<file path="config.mk">
export PLATFORM = sky130hd
export DESIGN_NAME = sti_load_sched_flat
export DESIGN_NICKNAME = d
export VERILOG_FILES = /design/src/rtl/sti_pkg.sv /design/src/rtl/sti_load_sched_if.sv /design/src/rtl/sti_load_sched_rr_arb2.sv /design/src/rtl/sti_load_sched.sv /design/src/flat_wrapper.sv
export SDC_FILE = /design/constraint.sdc
export NUM_CORES = 1
export LEC_CHECK = 0
export BUFFER_PORTS_ARGS = -buffer_cell sky130_fd_sc_hd__clkbuf_2
export CORE_MARGIN = 2
export CORE_UTILIZATION = 25
export DETAILED_ROUTE_END_ITERATION = 10
export SETUP_SLACK_MARGIN = 0.02
export SLEW_MARGIN = 0
export SYNTH_ARGS = -nofsm -noshare
export SYNTH_HDL_FRONTEND = slang
export SYNTH_SLANG_ARGS = --single-unit
export TNS_END_PERCENT = 20
</file>
<file path="constraint.sdc">
create_clock -name clk -period 4 [get_ports clk]
set_input_delay 0.4 -clock clk [delete_from_list [all_inputs] [get_ports clk]]
set_output_delay 0.4 -clock clk [all_outputs]
set_load 0.005 [all_outputs]
</file>
<file path="src/rtl/sti_pkg.sv">
// Shared definitions for the STI load scheduler: command-word field positions
// and the scheduler state encoding.
package sti_pkg;

  localparam int CMD_W        = 22;
  localparam int CMD_DATA_LSB = 0;
  localparam int CMD_LEN_LSB  = 16;
  localparam int CMD_FILL     = 18;
  localparam int CMD_MSB      = 19;
  localparam int CMD_LOW      = 20;
  localparam int CMD_END      = 21;

  typedef enum logic [2:0] {
    S_IDLE,
    S_LOAD,
    S_WAIT_START,
    S_WAIT_DONE,
    S_GAP,
    S_END_WAIT,
    S_DONE
  } state_t;

endpackage

</file>
<file path="src/rtl/sti_load_sched_if.sv">
// Request/command, transmitter and status signals of the load scheduler.
// The slave modport is the scheduler's view; master is the environment's.
interface sti_load_sched_if #(parameter int CNT_W = 16);
  import sti_pkg::*;

  logic [1:0]       req;
  logic [CMD_W-1:0] cmd0;
  logic [CMD_W-1:0] cmd1;
  logic [1:0]       gnt;
  logic             load;
  logic [15:0]      pi_data;
  logic [1:0]       pi_length;
  logic             pi_fill;
  logic             pi_msb;
  logic             pi_low;
  logic             pi_end;
  logic             so_valid;
  logic             pixel_finish;
  logic             busy;
  logic             done;
  logic             err;
  logic [CNT_W-1:0] xfer_cnt;

  modport master (
    output req, cmd0, cmd1, so_valid, pixel_finish,
    input  gnt, load, pi_data, pi_length, pi_fill, pi_msb, pi_low, pi_end,
           busy, done, err, xfer_cnt
  );

  modport slave (
    input  req, cmd0, cmd1, so_valid, pixel_finish,
    output gnt, load, pi_data, pi_length, pi_fill, pi_msb, pi_low, pi_end,
           busy, done, err, xfer_cnt
  );

endinterface

</file>
<file path="src/rtl/sti_load_sched_rr_arb2.sv">
// Two-requester round-robin arbiter; the pointer only moves when a grant is
// actually issued (en high and some request present).
module rr_arb2 (
  input  logic       clk,
  input  logic       reset,
  input  logic [1:0] req,
  input  logic       en,
  output logic [1:0] gnt
);

  // last_q = 1 means requester 1 was granted most recently, so 0 wins a tie
  logic last_q, last_d;

  always_comb begin
    gnt    = 2'b00;
    last_d = last_q;
    if (en) begin
      if (req == 2'b11) gnt = last_q ? 2'b01 : 2'b10;
      else              gnt = req;
      if (|req) last_d = gnt[1];
    end
  end

  always_ff @(posedge clk or posedge reset) begin
    if (reset) last_q <= 1'b1;
    else       last_q <= last_d;
  end

endmodule

</file>
<file path="src/rtl/sti_load_sched.sv">
// Command scheduler in front of the serial transmitter: arbitrates two
// requesters, loads one command per frame and sequences the end-of-stream.
module sti_load_sched
  import sti_pkg::*;
#(
  parameter int TIMEOUT = 8,
  parameter int CNT_W   = 16
) (
  input logic              clk,
  input logic              reset,
  sti_load_sched_if.slave  bus
);

  localparam int TW = $clog2(TIMEOUT + 1);

  state_t           state_q, state_d;
  logic [1:0]       arb_gnt;
  logic [1:0]       gnt_q, gnt_d;
  logic             load_q, load_d;
  logic [15:0]      pi_data_q, pi_data_d;
  logic [1:0]       pi_length_q, pi_length_d;
  logic             pi_fill_q, pi_fill_d;
  logic             pi_msb_q, pi_msb_d;
  logic             pi_low_q, pi_low_d;
  logic             pi_end_q, pi_end_d;
  logic             end_bit_q, end_bit_d;
  logic             busy_q, busy_d;
  logic             done_q, done_d;
  logic             err_q, err_d;
  logic [CNT_W-1:0] xfer_cnt_q, xfer_cnt_d;
  logic [TW-1:0]    tmo_q, tmo_d;
  logic [CMD_W-1:0] sel_cmd;

  rr_arb2 u_arb (
    .clk   (clk),
    .reset (reset),
    .req   (bus.req),
    .en    (state_q == S_IDLE),
    .gnt   (arb_gnt)
  );

  always_comb begin
    state_d     = state_q;
    gnt_d       = 2'b00;
    load_d      = 1'b0;
    pi_data_d   = pi_data_q;
    pi_length_d = pi_length_q;
    pi_fill_d   = pi_fill_q;
    pi_msb_d    = pi_msb_q;
    pi_low_d    = pi_low_q;
    end_bit_d   = end_bit_q;
    err_d       = err_q;
    xfer_cnt_d  = xfer_cnt_q;
    tmo_d       = tmo_q;
    sel_cmd     = arb_gnt[1] ? bus.cmd1 : bus.cmd0;

    unique case (state_q)
      S_IDLE: begin
        if (|arb_gnt) begin
          gnt_d       = arb_gnt;
          pi_data_d   = sel_cmd[CMD_DATA_LSB +: 16];
          pi_length_d = sel_cmd[CMD_LEN_LSB +: 2];
          pi_fill_d   = sel_cmd[CMD_FILL];
          pi_msb_d    = sel_cmd[CMD_MSB];
          pi_low_d    = sel_cmd[CMD_LOW];
          end_bit_d   = sel_cmd[CMD_END];
          state_d     = S_LOAD;
        end
      end
      S_LOAD: begin
        load_d  = 1'b1;
        tmo_d   = '0;
        state_d = S_WAIT_START;
      end
      // The registered load pulse coincides with the first cycle here, so
      // expiry at TIMEOUT-1 makes err rise exactly TIMEOUT cycles after load.
      S_WAIT_START: begin
        if (bus.so_valid) begin
          state_d = S_WAIT_DONE;
        end else if (tmo_q == TW'(TIMEOUT - 1)) begin
          err_d   = 1'b1;
          state_d = S_IDLE;
        end else begin
          tmo_d = tmo_q + 1'b1;
        end
      end
      S_WAIT_DONE: begin
        if (!bus.so_valid) begin
          xfer_cnt_d = xfer_cnt_q + 1'b1;
          state_d    = end_bit_q ? S_END_WAIT : S_GAP;
        end
      end
      S_GAP:      state_d = S_IDLE;
      S_END_WAIT: if (bus.pixel_finish) state_d = S_DONE;
      S_DONE:     state_d = S_DONE;
      default:    state_d = S_IDLE;
    endcase

    pi_end_d = (state_d == S_END_WAIT) || (state_d == S_DONE);
    busy_d   = (state_d != S_IDLE) && (state_d != S_DONE);
    done_d   = (state_d == S_DONE);
  end

  always_ff @(posedge clk or posedge reset) begin
    if (reset) begin
      state_q     <= S_IDLE;
      gnt_q       <= 2'b00;
      load_q      <= 1'b0;
      pi_data_q   <= '0;
      pi_length_q <= '0;
      pi_fill_q   <= 1'b0;
      pi_msb_q    <= 1'b0;
      pi_low_q    <= 1'b0;
      pi_end_q    <= 1'b0;
      end_bit_q   <= 1'b0;
      busy_q      <= 1'b0;
      done_q      <= 1'b0;
      err_q       <= 1'b0;
      xfer_cnt_q  <= '0;
      tmo_q       <= '0;
    end else begin
      state_q     <= state_d;
      gnt_q       <= gnt_d;
      load_q      <= load_d;
      pi_data_q   <= pi_data_d;
      pi_length_q <= pi_length_d;
      pi_fill_q   <= pi_fill_d;
      pi_msb_q    <= pi_msb_d;
      pi_low_q    <= pi_low_d;
      pi_end_q    <= pi_end_d;
      end_bit_q   <= end_bit_d;
      busy_q      <= busy_d;
      done_q      <= done_d;
      err_q       <= err_d;
      xfer_cnt_q  <= xfer_cnt_d;
      tmo_q       <= tmo_d;
    end
  end

  assign bus.gnt       = gnt_q;
  assign bus.load      = load_q;
  assign bus.pi_data   = pi_data_q;
  assign bus.pi_length = pi_length_q;
  assign bus.pi_fill   = pi_fill_q;
  assign bus.pi_msb    = pi_msb_q;
  assign bus.pi_low    = pi_low_q;
  assign bus.pi_end    = pi_end_q;
  assign bus.busy      = busy_q;
  assign bus.done      = done_q;
  assign bus.err       = err_q;
  assign bus.xfer_cnt  = xfer_cnt_q;

endmodule
</file>
<file path="src/flat_wrapper.sv">
// flat-port wrapper written by rule: the top's interface ports become plain ports
module sti_load_sched_flat import sti_pkg::*;
#(
  parameter int TIMEOUT = 8,
  parameter int CNT_W   = 16
)
  (clk, reset, bus_req, bus_cmd0, bus_cmd1, bus_so_valid, bus_pixel_finish, bus_gnt, bus_load, bus_pi_data, bus_pi_length, bus_pi_fill, bus_pi_msb, bus_pi_low, bus_pi_end, bus_busy, bus_done, bus_err, bus_xfer_cnt);
  sti_load_sched_if #(.CNT_W(CNT_W)) bus_i ();
  input logic clk;
  input logic reset;
  input wire logic [$bits(bus_i.req)-1:0] bus_req;
  input wire logic [$bits(bus_i.cmd0)-1:0] bus_cmd0;
  input wire logic [$bits(bus_i.cmd1)-1:0] bus_cmd1;
  input wire logic [$bits(bus_i.so_valid)-1:0] bus_so_valid;
  input wire logic [$bits(bus_i.pixel_finish)-1:0] bus_pixel_finish;
  output wire logic [$bits(bus_i.gnt)-1:0] bus_gnt;
  output wire logic [$bits(bus_i.load)-1:0] bus_load;
  output wire logic [$bits(bus_i.pi_data)-1:0] bus_pi_data;
  output wire logic [$bits(bus_i.pi_length)-1:0] bus_pi_length;
  output wire logic [$bits(bus_i.pi_fill)-1:0] bus_pi_fill;
  output wire logic [$bits(bus_i.pi_msb)-1:0] bus_pi_msb;
  output wire logic [$bits(bus_i.pi_low)-1:0] bus_pi_low;
  output wire logic [$bits(bus_i.pi_end)-1:0] bus_pi_end;
  output wire logic [$bits(bus_i.busy)-1:0] bus_busy;
  output wire logic [$bits(bus_i.done)-1:0] bus_done;
  output wire logic [$bits(bus_i.err)-1:0] bus_err;
  output wire logic [$bits(bus_i.xfer_cnt)-1:0] bus_xfer_cnt;
  assign bus_i.req = bus_req;
  assign bus_i.cmd0 = bus_cmd0;
  assign bus_i.cmd1 = bus_cmd1;
  assign bus_i.so_valid = bus_so_valid;
  assign bus_i.pixel_finish = bus_pixel_finish;
  assign bus_gnt = bus_i.gnt;
  assign bus_load = bus_i.load;
  assign bus_pi_data = bus_i.pi_data;
  assign bus_pi_length = bus_i.pi_length;
  assign bus_pi_fill = bus_i.pi_fill;
  assign bus_pi_msb = bus_i.pi_msb;
  assign bus_pi_low = bus_i.pi_low;
  assign bus_pi_end = bus_i.pi_end;
  assign bus_busy = bus_i.busy;
  assign bus_done = bus_i.done;
  assign bus_err = bus_i.err;
  assign bus_xfer_cnt = bus_i.xfer_cnt;
  sti_load_sched #(.TIMEOUT(TIMEOUT), .CNT_W(CNT_W)) u_core (.clk(clk), .reset(reset), .bus(bus_i));
endmodule
</file>
# ---- Word level (Yosys, flattened, before mapping)
# Index checks and enable logic that the tools add are counted.
dict set report classes {
  muxes 17
  addsub 2
  reduce_logical 12
  eq_ne 12
  n_bitwise 1
}
# op n
set op_table {}
lappend op_table {{two-way mux 22 bit} 1}
lappend op_table {{case mux 3 bit (6 select lines)} 1}
lappend op_table {{adder 16 x 1 -> 16 bit, second input constant} 1}
lappend op_table {{two-way mux 3 bit} 5}
lappend op_table {{== test 3 bit, second input constant} 4}
lappend op_table {{two-way mux 2 bit} 5}
lappend op_table {{two-way mux 4 bit} 2}
lappend op_table {{case mux 4 bit (2 select lines)} 1}
lappend op_table {{== test 3 x 2 -> 1 bit, second input constant} 2}
lappend op_table {{AND reduction 2 bit} 3}
lappend op_table {{AND reduction 3 bit} 2}
lappend op_table {{adder 4 x 1 -> 4 bit, second input constant} 1}
lappend op_table {{== test 4 x 3 -> 1 bit, second input constant} 1}
lappend op_table {{inequality test 2 bit, second input constant} 2}
lappend op_table {{OR reduction 2 bit} 2}
lappend op_table {{== test 3 x 1 -> 1 bit, second input constant} 1}
lappend op_table {{logical NOT 3 bit} 1}
lappend op_table {{inequality test 3 bit, second input constant} 1}
lappend op_table {{nonzero test 3 bit} 1}
lappend op_table {{== test 2 bit, second input constant} 1}
lappend op_table {{two-way mux 1 bit} 2}
lappend op_table {{nonzero test 2 bit} 1}
lappend op_table {{logical AND 1 bit} 1}
lappend op_table {{logical OR 1 bit} 1}
lappend op_table {{NOT 1 bit} 1}
dict set report totals {
  word_cells 60
  ff_bits 53
  out_inout_bits 44
  input_bits 50
}

# ---- Depth between registers and ports, before layout
# Gate-level depths: netlist of the first run.
dict set report logic_depth {
  word_depth 8
  depth_mapped 7
  ltp_nobuf 5
}

# ---- Hierarchy
# Synthesis of the first run repeated with hierarchy kept, for this count alone.
dict set report hier_totals {
  hier_cells 241
  hier_area_um2 2501.1
}
# module seq_area_each_um2 area_per_inst_um2 instances cells_each
set by_module_without_submodules {}
lappend by_module_without_submodules {sti_load_sched 1301.2 2434.8 1 232}
lappend by_module_without_submodules {rr_arb2 26.3 66.3 1 9}

# ---- Least setup slack after synthesis of the first run
# Ideal clock, no wire load.
dict set report synth_path {
  path_type {register -> register}
  startpoint {reg u_core.state_q[0]}
  endpoint {reg u_core.xfer_cnt_q[7], in the netlist u_core.bus.xfer_cnt[7]}
  period_less_slack_ns 1.548
  n_path_buf 3
  setup_ns 0.125
  path_stages_with_launch 8
  required_time_ns 3.875
  arrival_ns 1.423
  setup_slack_ns 2.452
  cell_sequence {dfrtp_1 buf_6 and4bb_1 buf_4 and4_1 buf_6 and3_4 xor2_2}
}
dict set report synth_between {
  elab_chain_len 2
}
# element line
set synth_rtl {}
lappend synth_rtl {{start, declared} sti_load_sched.sv:16} ;# state_t state_q, state_d;
lappend synth_rtl {{start signal, assigned} sti_load_sched.sv:122} ;# state_q <= state_d;
lappend synth_rtl {{== test 3 x 2 -> 1 bit} sti_load_sched.sv:57} ;# unique case (state_q)
lappend synth_rtl {{AND reduction 2 bit (no line)} -}
lappend synth_rtl {{end signal, assigned} sti_load_sched.sv:135} ;# xfer_cnt_q <= xfer_cnt_d;
lappend synth_rtl {{end, declared} sti_load_sched.sv:30} ;# logic [CNT_W-1:0] xfer_cnt_q, xfer_cnt_d;
# Every way passes these cells.
# A chain may end at the register's enable or synchronous reset.

# ---- Final worst setup path of the first run
dict set report layout_path {
  startpoint {reg u_core.u_arb.last_q}
  endpoint {reg u_core.pi_fill_q, in the netlist u_core.bus.pi_fill}
}
dict set report layout_between {
  elab_chain_len 5
  elab_cells_between_ends 6
  classes_between {mux (4); reduce/logical (2)}
}
# element line
set layout_rtl {}
lappend layout_rtl {{start, declared} sti_load_sched_rr_arb2.sv:12} ;# logic last_q, last_d;
lappend layout_rtl {{start signal, assigned} sti_load_sched_rr_arb2.sv:26} ;# else last_q <= last_d;
lappend layout_rtl {{two-way mux 2 bit * (2 in series)} sti_load_sched_rr_arb2.sv:18} ;# if (req == 2'b11) gnt = last_q ? 2'b01 : 2'b10;
lappend layout_rtl {{two-way mux 2 bit *} sti_load_sched_rr_arb2.sv:17} ;# if (en) begin
lappend layout_rtl {{OR reduction 2 bit} sti_load_sched.sv:59} ;# if (|arb_gnt) begin
lappend layout_rtl {{AND reduction 2 bit (no line)} -}
lappend layout_rtl {{end signal, assigned} sti_load_sched.sv:127} ;# pi_fill_q <= pi_fill_d;
lappend layout_rtl {{end, declared} sti_load_sched.sv:22} ;# logic pi_fill_q, pi_fill_d;
# Every way passes the cells marked *; elsewhere a longest branch is shown, timed or not.

==> qor.txt, run 1 <==
status = finished clean
Die W = 101 µm
Max Cap Viol = 0
Post-Synthesis Cells = 221
Final Skew = 0.00654 ns
Num CTS Buffers = 5
GRT Total Usage = 10.9%
GRT Residual Overflow = 0
vias = 1,930
# fillers = 950
endpoint type of the worst setup path = flip-flop
worst hold path class = primary input to asynchronous set/reset pin
postcts setup bufs = 0
FF-to-FF Start = u_core.u_arb.last_q
Slew HR = 17.3%
Synth Cell Area = 2360 µm²
Mean Syn Cell Area = 10.7 µm²
worst-path fanout max = 24
Nets = 361
CTS tree = built
critical path class = flip-flop to flip-flop
Yosys top cell area share = 55.1%
Syn Nets = 273
CORE AREA = 9200 µm²
Pins Over Slew Limit = 0
pin count of the biggest net entering global routing = 54
non-filler instance count after layout = 421
Root Buffer = clkbuf_8
clk buf depth = 2
synth top area cells = dfrtp_1, o22ai_1, nand2_1
CP startpoint = u_core.u_arb.last_q
Post-Route WL = 5590 µm
hold_buf cts = 0
hold slack final = 0.363 ns
FFs w/ async S/R, synth = 100%
Multi-input gate area = 950 µm²
Placed Area = 2910 µm²
clock sinks = 53
1st-pass router iterations = 4
final hold violation count = 0
element type at the critical path start = flip-flop
Leak = 1.51 nW
H-tree depth = 2
met2 Track Usage GR = 18.7%
Critical Path AT = 2.46 ns
DP HPWL = 4010 µm
Worst VDD drop = 138 µV
n_diodes = 0
Die Area = 10,200 µm²
GP Congestion = 0.751
WL/cell = 13.3 µm
Worst R2R Path Depth = 4
Worst-path clk slew = 0.09 ns
ys flop type = dfrtp_1
sequential-to-total area share from yosys stat = 56.2%
Post-Layout Inst Area = 2990 µm²
# setup viols final = 0
Post-synth EDFFs = 0
Die Span Y = 101 µm
synthesized flop and latch total = 53
fmax = 447 MHz
Pwr Density = 575 nW/µm²
Antenna Nets Post-Route = 0
Final min period = 2.24 ns
GR Util met3 = 3.31%
RSZ-0062 raised after global routing = no
fin crit share = 55.9%
GR peak layer = met2
initial antenna violation count = 0
total number of yosys warnings = 0
drt drc = 0
final core occ = 32.5%
Initial Utilization = 25.7%
Slew @ Worst Pin = 1.23 ns
share of layout cells above drive strength 1 = 35.2%
area growth from synthesis to layout = 26.5%
Site Rows = 35
Resized cells post-CTS = 0
clk_lat worst skew = 0.30 ns
Ports = 94
Req. time, crit path = 4.22 ns
DRT iter0 DRCs = 65
Port Buffer Count = 93
first-pass GRT wire length = 8970 µm
vias in the first global route = 1,871
via/cell ratio = 4.58
setup TNS = 0 ns
Distinct cells, synth = 40
flip-flop and latch area = 1330 µm²
cell taking the most area after synthesis = dfrtp_1
met1 Use GR = 13.4%
Cells after DPL = 413
==> worst max-delay path: stages (launching register included) <==
cell and delay, ns:
dfstp_2 0.38, a21bo_2 0.38, nor4_4 0.97, o22ai_1 0.21
o21ai_0 0.21
==> final cells by class <==
cell class                      instances  area share (%)
Clock buffer                            7            2.55
Clock inverter                          1           0.167
Inverter                                5           0.628
Multi-Input combinational cell        150            31.8
Sequential cell                        53            44.4
Tap cell                              111            4.65
Timing Repair Buffer                   94            15.8
==> registers in the layout, summed over array words and instances, names as in the netlist <==
| register | flops |
|---|---|
| u_core.end_bit_q | 1 |
| u_core.bus.load | 1 |
| u_core.bus.xfer_cnt | 16 |
| u_core.bus.pi_fill | 1 |
| u_core.tmo_q | 4 |
| u_core.state_q | 3 |
| u_core.u_arb.last_q | 1 |
| u_core.bus.pi_length | 2 |
| u_core.bus.busy | 1 |
| u_core.bus.pi_low | 1 |
| u_core.bus.err | 1 |
| u_core.bus.pi_data | 16 |
| u_core.bus.done | 1 |
| u_core.bus.gnt | 2 |
| u_core.bus.pi_end | 1 |
| u_core.bus.pi_msb | 1 |
==> synthesized netlist by cell type (all sizes together), types with 3 or more instances <==
cell / n
and3: 5
and4: 5
buf: 6
clkbuf: 7
dfrtp: 52
inv: 5
nand2: 34
nand2b: 6
nand3: 6
nand3b: 3
o21ai: 25
o22ai: 22
xnor2: 11
xor2: 7
==> kinds of logic (layout without fill, tap and decap cells) <==
group / after synthesis / after routing / synth area share (%)
compound gates: 57 / 57 / 14.3
fa+ha+maj: 2 / 2 / 1.06
xor+xnor: 18 / 18 / 6.99
mux: 1 / 1 / 0.476
buf+inv: 18 / 107 / 3.81
flops: 53 / 53 / 56.2
simple gates: 72 / 72 / 17.2
==> cells in the final DEF (no fill, tap or decap), types with 3 or more instances in the layout <==
cell       n
and3_1     4
and4_1     5
clkbuf_2  93
clkbuf_8   5
dfrtp_1   52
inv_1      4
nand2_1   34
nand2b_1   6
nand3_1    6
nand3b_1   3
o21ai_0   21
o21ai_1    3
o22ai_1   22
xnor2_1   11
xor2_1     6
==> routing by layer <==
layer  vias up  wire, µm
li1        950         -
met1       926      2450
met2        50      2780
met3         4       318
met4         0        39
met5         -         0
==> power breakdown <==
group	internal, mW	switching (mW)	total [mW]
Sequential	0.713	0.152	0.865
Combinational	0.266	0.298	0.564
Clock	0.123	0.168	0.291
==> through the flow <==
stage | power [mW] | setup slack [ns]
after global placement | 1.43 | 1.63
after global routing | 1.87 | 1.50
after CTS | 1.75 | 1.70
final | 1.72 | 1.76
after detailed placement | 1.45 | 1.54
after floorplan | 1.21 | 2.32
==> path summary, 6_finish.rpt <==
path                                      endpoint  slack [ns]
min                          u_core.bus.pi_data[6]        0.36
max reg2reg                     u_core.bus.pi_fill        1.76
min reg2reg                u_core.bus.xfer_cnt[15]        0.48
max                             u_core.bus.pi_fill        1.76
max in group asynchronous   u_core.bus.pi_data[10]        2.95
min in group clk                 u_core.bus.gnt[0]        0.38
Power figures use the tool's default switching activity.
==> inputs of run 2 (changes only) <==
--- a/config.mk
+++ b/config.mk
@@ -5,6 +5,7 @@
 export SDC_FILE = /design/constraint.sdc
 export NUM_CORES = 1
 export LEC_CHECK = 0
+export ABC_AREA = 1
 export BUFFER_PORTS_ARGS = -buffer_cell sky130_fd_sc_hd__clkbuf_2
 export CORE_MARGIN = 2
 export CORE_UTILIZATION = 25
==> constraint.sdc (replaced) <==
create_clock -name clk -period 2.13 [get_ports clk]
set_input_delay 0.213 -clock clk [delete_from_list [all_inputs] [get_ports clk]]
set_output_delay 0.213 -clock clk [all_outputs]
set_load 0.005 [all_outputs]
==> run 2 against run 1 <==
Via count increased by 27%; largest power group unchanged; design area up 13%; critical endpoint is now u_core.bus.pi_data[0]; critical path depth rose by 3.
==> qor.txt, run 2 <==
pin count of the biggest net entering global routing = 32 (-41%)
vias in the first global route = 2,396 (+28%)
Resized cells post-CTS = 0 (unchanged)
Distinct cells, synth = 28 (-30%)
ys flop type = dfrtp_1
total number of yosys warnings = 0 (unchanged)
Slew @ Worst Pin = 0.538 ns (-0.693 ns)
commonest non-fill, non-tap cell in the layout = clkbuf_2
Ports = 94 (unchanged)
GRT Total Usage = 11.9% (+0.97 points)
Mean Syn Cell Area = 7.84 µm² (-27%)
GR Util met3 = 3.65% (+0.33 points)
area growth from synthesis to layout = 27.3%
Setup WS pre-CTS = 0.455 ns (-1.09 ns)
DRT iter0 DRCs = 98 (+51%)
Pint = 2.26 mW (+110%)
Slowest-stage cell, CP = dfrtp_1
share of layout cells above drive strength 1 = 27.0% (-8.2 points)
part of the power in the clock network = 20.0% (+3.1 points)
RSZ-0062 raised after global routing = no
GP Congestion = 0.790 (+5.1%)
synth cell count leaders = nand2_1, dfrtp_1, nor2_1, inv_1, o21ai_0
power share of the sequential group = 43.5% (-6.8 points)
1st-pass router iterations = 4 (unchanged)
initial antenna violation count = 0 (unchanged)
setup TNS = 0 ns (unchanged)
GR peak layer = met2
Critical Path AT = 1.90 ns (-0.56 ns)
drt drc = 0 (unchanged)
final worst setup slack = 0.470 ns (-1.29 ns)
Die Area = 11,400 µm² (+11%)
Placed Area = 3230 µm² (+11%)
Die W = 107 µm (+5.5%)
Die Span Y = 107 µm (+5.5%)
Syn Nets = 389 (+42%)
max incr delay on CP = 0.48 ns (-0.49 ns)
switching power = 1.41 mW (+130%)
Nets = 481 (+33%)
via/cell ratio = 4.31 (-5.9%)
Levels on crit path = 7 (+3)
Hold Path Depth = 2
Slew HR = 64.1% (+47 points)
endpoint type of the worst setup path = flip-flop
fmax = 602 MHz (+35%)
Leak = 1.78 nW (+18%)
Worst VDD drop = 479 µV (+250%)
Initial Utilization = 25.7% (about the same)
switching part of the total power = 38.4% (+2.5 points)
crit path cell chain = nor2_1 -> nand2_1 -> inv_2 -> nand2_4 -> inv_2 -> o21ai_0 -> o21ai_1
synth top area cells = dfrtp_1, nand2_1, o21ai_0
Root Buffer = clkbuf_8
Antenna Nets Post-Route = 0 (unchanged)
number of buffers and inverters on the critical path = 2 (+2)
WL/cell = 11.5 µm (-14%)
synthesized flop and latch total = 53 (unchanged)
first-pass GRT wire length = 11,100 µm (+23%)
met1 Use GR = 14.9% (+1.5 points)
CTS tree = built
CORE AREA = 10,300 µm² (+12%)
Final Skew = 0.00500 ns (-0.00154 ns)
Max Cap Viol = 0 (unchanged)
H-tree depth = 2 (unchanged)
Final min period = 1.66 ns (-0.575 ns)
FFs w/ async S/R, synth = 100% (unchanged)
Pins Over Slew Limit = 0 (unchanged)
most frequent cell after synthesis = nand2_1
worst-path fanout max = 24 (unchanged)
critical path's most frequent cell = inv_2
commonest non-fill, non-tap cells in the layout = clkbuf_2, nand2_1, dfrtp_1
Post-synth EDFFs = 0 (unchanged)
Req. time, crit path = 2.37 ns (-1.85 ns)
sequential-to-total area share from yosys stat = 50.2% (-5.9 points)
clk buf depth = 2 (unchanged)
Post-Layout Inst Area = 3360 µm² (+13%)
clk_lat worst skew = 0.31 ns (about the same)
fin crit share = 78.0% (+22 points)
Post-Route WL = 6490 µm (+16%)
final hold violation count = 0 (unchanged)
clock sinks = 53 (unchanged)
vias = 2,442 (+27%)
Cells after DPL = 557 (+35%)
Port Buffer Count = 93 (unchanged)
Synth Cell Area = 2640 µm² (+12%)
Worst-path clk slew = 0.10 ns (about the same)
Site Rows = 37 (+5.7%)
combinational share of power = 36.5% (+3.7 points)
status = finished clean
n_diodes = 0 (unchanged)
Num CTS Buffers = 5 (unchanged)
element type at the critical path start = flip-flop
Yosys top cell area share = 49.2% (-5.8 points)
critical path class = flip-flop to flip-flop
# setup viols final = 0 (unchanged)
crit-path leading delay family = flip-flops
GRT Residual Overflow = 0 (unchanged)
Pwr Density = 1090 nW/µm² (+90%)
cell taking the most area after synthesis = dfrtp_1
DP HPWL = 4920 µm (+23%)
Post-Synthesis Cells = 337 (+52%)
# fillers = 1,146 (+21%)
met2 Track Usage GR = 19.9% (+1.2 points)
worst hold path class = primary input to flip-flop
non-filler instance count after layout = 566 (+34%)
Worst R2R Path Depth = 7 (+3)
run 2: cell types whose count changed in the layout (fill, tap and decap cells not counted), sizes merged, moves of 3 or more:
cell | previous run | this run
o22ai | 22 | 1
nand3 | 6 | 21
nand4 | 2 | 7
and4 | 5 | 0
xnor2 | 11 | 0
inv | 5 | 40
nor2 | 2 | 42
nand2 | 34 | 93
and3 | 5 | 0
nand2b | 6 | 0
o21ai | 25 | 53
xor2 | 7 | 4
run 2: final cells by class:
type | count | area [µm²] | share of cell area [%]
sequential | 53 | 1330 | 39.5
multi-input combinational | 234 | 1100 | 32.7
timing repair buffer | 95 | 495 | 14.7
tap | 136 | 170 | 5.06
inverter | 40 | 150 | 4.46
clock buffer | 6 | 82.6 | 2.45
clock inverter | 2 | 37.5 | 1.12
run 2: stage by stage:
step           total power, mW  utilization [%]  hold WS [ns]
2_1_floorplan             2.48                -         0.306
3_3_place_gp              2.94             31.5         0.271
3_5_place_dp              2.98             31.5         0.277
4_1_cts                   3.74             32.7         0.103
5_1_grt                   3.99             32.7         0.101
6_report                  3.67             32.7         0.108
run 2: timing repair:
| action | 4_1_cts | 5_1_grt |
|---|---|---|
| hold buffers | 1 | 0 |
| setup endpoints to repair | 0 | 0 |
| endpoints found under the hold margin | 22 | 0 |
| buffers inserted | 0 | 0 |
run 2: kinds of logic after synthesis:
family	share of synthesized area, %
XOR/XNOR	1.33
buffers and inverters	8.10
adder cells (fa/ha/maj)	0.947
AO/OA/AOI/OAI	11.5
flip-flops	50.2
AND/OR/NAND/NOR	27.9
run 2: metal layers:
layer | share of wire [%] | vias up | wire [µm]
li1 | - | 1260 | -
met1 | 46 | 1105 | 2980
met2 | 47 | 73 | 3050
met3 | 6.7 | 4 | 435
met4 | 0.34 | 0 | 22
met5 | 0 | - | 0
run 2: worst paths after layout:
check,startpoint,endpoint,slack (ns)
setup / recovery,u_core.state_q[2],u_core.bus.pi_data[0],0.47
hold / removal,bus_req[1],u_core.bus.gnt[0],0.11
setup reg to reg,u_core.state_q[2],u_core.bus.pi_data[0],0.47
hold reg to reg,u_core.bus.pi_data[14],u_core.bus.pi_data[14],0.50
min in group asynchronous,reset,u_core.bus.xfer_cnt[15],0.46
max in group asynchronous,reset,u_core.u_arb.last_q,1.05
run 2: power groups by stage:
stage / registers, mW / clock network (mW) / logic, mW
2_1_floorplan: 1.58 / 0 / 0.893
3_3_place_gp: 1.62 / 0 / 1.33
3_5_place_dp: 1.61 / 0 / 1.37
4_1_cts: 1.60 / 0.770 / 1.37
5_1_grt: 1.64 / 0.797 / 1.56
6_report: 1.60 / 0.734 / 1.34
==> inputs of run 3 (changes only) <==
--- a/config.mk
+++ b/config.mk
@@ -5,7 +5,7 @@
 export SDC_FILE = /design/constraint.sdc
 export NUM_CORES = 1
 export LEC_CHECK = 0
-export ABC_AREA = 1
+export ABC_AREA = 0
 export BUFFER_PORTS_ARGS = -buffer_cell sky130_fd_sc_hd__clkbuf_2
 export CORE_MARGIN = 2
 export CORE_UTILIZATION = 25
==> constraint.sdc (replaced) <==
create_clock -name clk -period 1.65 [get_ports clk]
set_input_delay 0.165 -clock clk [delete_from_list [all_inputs] [get_ports clk]]
set_output_delay 0.165 -clock clk [all_outputs]
set_load 0.005 [all_outputs]
==> run 3 against run 2 <==
Utilization is 1.4 points higher; non-clock buffer count is 8 higher; sequential cell count unchanged.
==> qor.txt, run 3 (synthesis results as in run 1) <==
final hold violation count = 0 (unchanged)
Num CTS Buffers = 5 (unchanged)
# fillers = 914 (-20%)
Setup WS pre-CTS = 0.0849 ns (-0.370 ns)
GRT Total Usage = 10.9% (-0.97 points)
hold slack final = 0.138 ns (+0.0299 ns)
Pwr Density = 1450 nW/µm² (+33%)
max incr delay on CP = 0.42 ns (-0.06 ns)
Multi-input gate area = 965 µm² (-12%)
pin count of the biggest net entering global routing = 54 (+69%)
number of buffers and inverters on the critical path = 0 (-2)
crit path cell chain = ha_1 -> and4_1 -> and2_1 -> and4_1 -> xor2_1
endpoint type of the worst setup path = flip-flop
commonest non-fill, non-tap cells in the layout = clkbuf_2, dfrtp_1, nand2_1
Die W = 101 µm (-5.2%)
WL/cell = 12.8 µm (+12%)
Slew HR = 79.4% (+15 points)
DP HPWL = 4020 µm (-18%)
Worst-path clk slew = 0.10 ns (about the same)
CORE AREA = 9200 µm² (-11%)
DRT iter0 DRCs = 90 (-8.2%)
Port Buffer Count = 93 (unchanged)
fmax = 660 MHz (+9.6%)
vias in the first global route = 1,896 (-21%)
initial antenna violation count = 0 (unchanged)
Post-Route WL = 5510 µm (-15%)
final worst setup slack = 0.135 ns (-0.335 ns)
Final Skew = 0.00662 ns (+0.00162 ns)
clock sinks = 53 (unchanged)
final core occ = 34.2% (+1.4 points)
Slowest-stage cell, CP = dfrtp_1
Critical Path AT = 1.71 ns (-0.19 ns)
Final min period = 1.52 ns (-0.145 ns)
Req. time, crit path = 1.85 ns (-0.52 ns)
vias = 1,942 (-20%)
critical path's most frequent cell = and4_1
area growth from synthesis to layout = 33.0%
GP Congestion = 0.755 (-4.4%)
postcts setup bufs = 0 (unchanged)
drt drc = 0 (unchanged)
worst hold path class = primary input to flip-flop
n_diodes = 0 (unchanged)
clk_lat worst skew = 0.30 ns (about the same)
element type at the critical path start = flip-flop
Ports = 94 (unchanged)
Max Cap Viol = 0 (unchanged)
clk buf depth = 2 (unchanged)
share of layout cells above drive strength 1 = 38.2% (+11 points)
crit-path leading delay family = simple AND/OR/NAND/NOR gates
fin crit share = 91.8% (+14 points)
flip-flop and latch area = 1330 µm² (about the same)
Die Area = 10,200 µm² (-10%)
RSZ-0062 raised after global routing = no
GRT Residual Overflow = 0 (unchanged)
first-pass GRT wire length = 8800 µm (-21%)
critical path class = flip-flop to flip-flop
Leak = 1.58 nW (-11%)
worst-path fanout max = 5 (-79%)
setup TNS = 0 ns (unchanged)
status = finished clean
Slew @ Worst Pin = 0.307 ns (-0.231 ns)
Initial Utilization = 25.7% (about the same)
# setup viols final = 0 (unchanged)
1st-pass router iterations = 4 (unchanged)
Site Rows = 35 (-5.4%)
commonest non-fill, non-tap cell in the layout = clkbuf_2
Antenna Nets Post-Route = 0 (unchanged)
CTS tree = built
Worst VDD drop = 516 µV (+7.6%)
Pins Over Slew Limit = 0 (unchanged)
Total Power = 4.55 mW (+24%)
Nets = 370 (-23%)
Die Span Y = 101 µm (-5.2%)
H-tree depth = 2 (unchanged)
via/cell ratio = 4.52 (+4.7%)
Root Buffer = clkbuf_8
[run 3: changes by cell type in the layout (fill, tap and decap cells not counted), sizes merged, moves of 6 or more]
cell    before  now
nand2       93   34
nor2        42    2
inv         40    5
o21ai       53   25
o22ai        1   22
nand3       21    6
xnor2        0   11
buf          1    9
nand2b       0    6
[run 3: report_power, final]
group / switching, mW / internal (mW) / total, mW / leakage, nW
Sequential: 0.298 / 1.73 / 2.03 / 0.687
Combinational: 0.843 / 0.763 / 1.61 / 0.837
Clock: 0.421 / 0.494 / 0.914 / 0.0574
[run 3: timing repair]
action	in CTS	in global routing
hold buffers	1	0
endpoints found under the setup margin	0	19
resized for setup	0	5
endpoints found under the hold margin	52	0
[run 3: cell type report]
class                   instances  share of cell area, %
clock buffers                   6                   2.63
inverters                       5                  0.597
well taps                     111                   4.42
repair buffers                103                   18.2
multi-input cells             150                   30.7
clock inverters                 2                   1.19
flip-flops and latches         53                   42.3
[run 3: path summary, 6_finish.rpt]
path / from / end / slack, ns / cells past startpoint
max in group asynchronous: reset / u_core.u_arb.last_q / 0.93 / 4
worst max-delay path: u_core.bus.xfer_cnt[0] / u_core.bus.xfer_cnt[8] / 0.13 / 5
min in group asynchronous: reset / u_core.bus.xfer_cnt[6] / 0.44 / 4
worst max register to register: u_core.bus.xfer_cnt[0] / u_core.bus.xfer_cnt[8] / 0.13 / 5
worst min register to register: u_core.bus.err / u_core.bus.err / 0.48 / 1
worst min-delay path: bus_cmd0[4] / u_core.bus.pi_data[4] / 0.14 / 3
[run 3: worst register-to-register path, cell delays in order, from the launching register on]
cell	delay [ns]
dfrtp_1	0.42
ha_1	0.23
and4_1	0.19
and2_1	0.20
and4_1	0.22
xor2_1	0.14
[run 3: routing by layer]
layer / part of all wire, % / wire length (µm) / global-route usage, %
met1: 44 / 2400 / 12.7
met2: 49 / 2700 / 19.3
met3: 6.4 / 352 / 3.45
met4: 0.96 / 53 / 3.12
met5: 0 / 0 / 0
[run 3: metrics by stage]
stage          cells  cell area [µm²]
2_1_floorplan    221             2360
3_3_place_gp     421             2990
3_5_place_dp     421             2990
4_1_cts          430             3120
5_1_grt          430             3140
6_report         430             3140
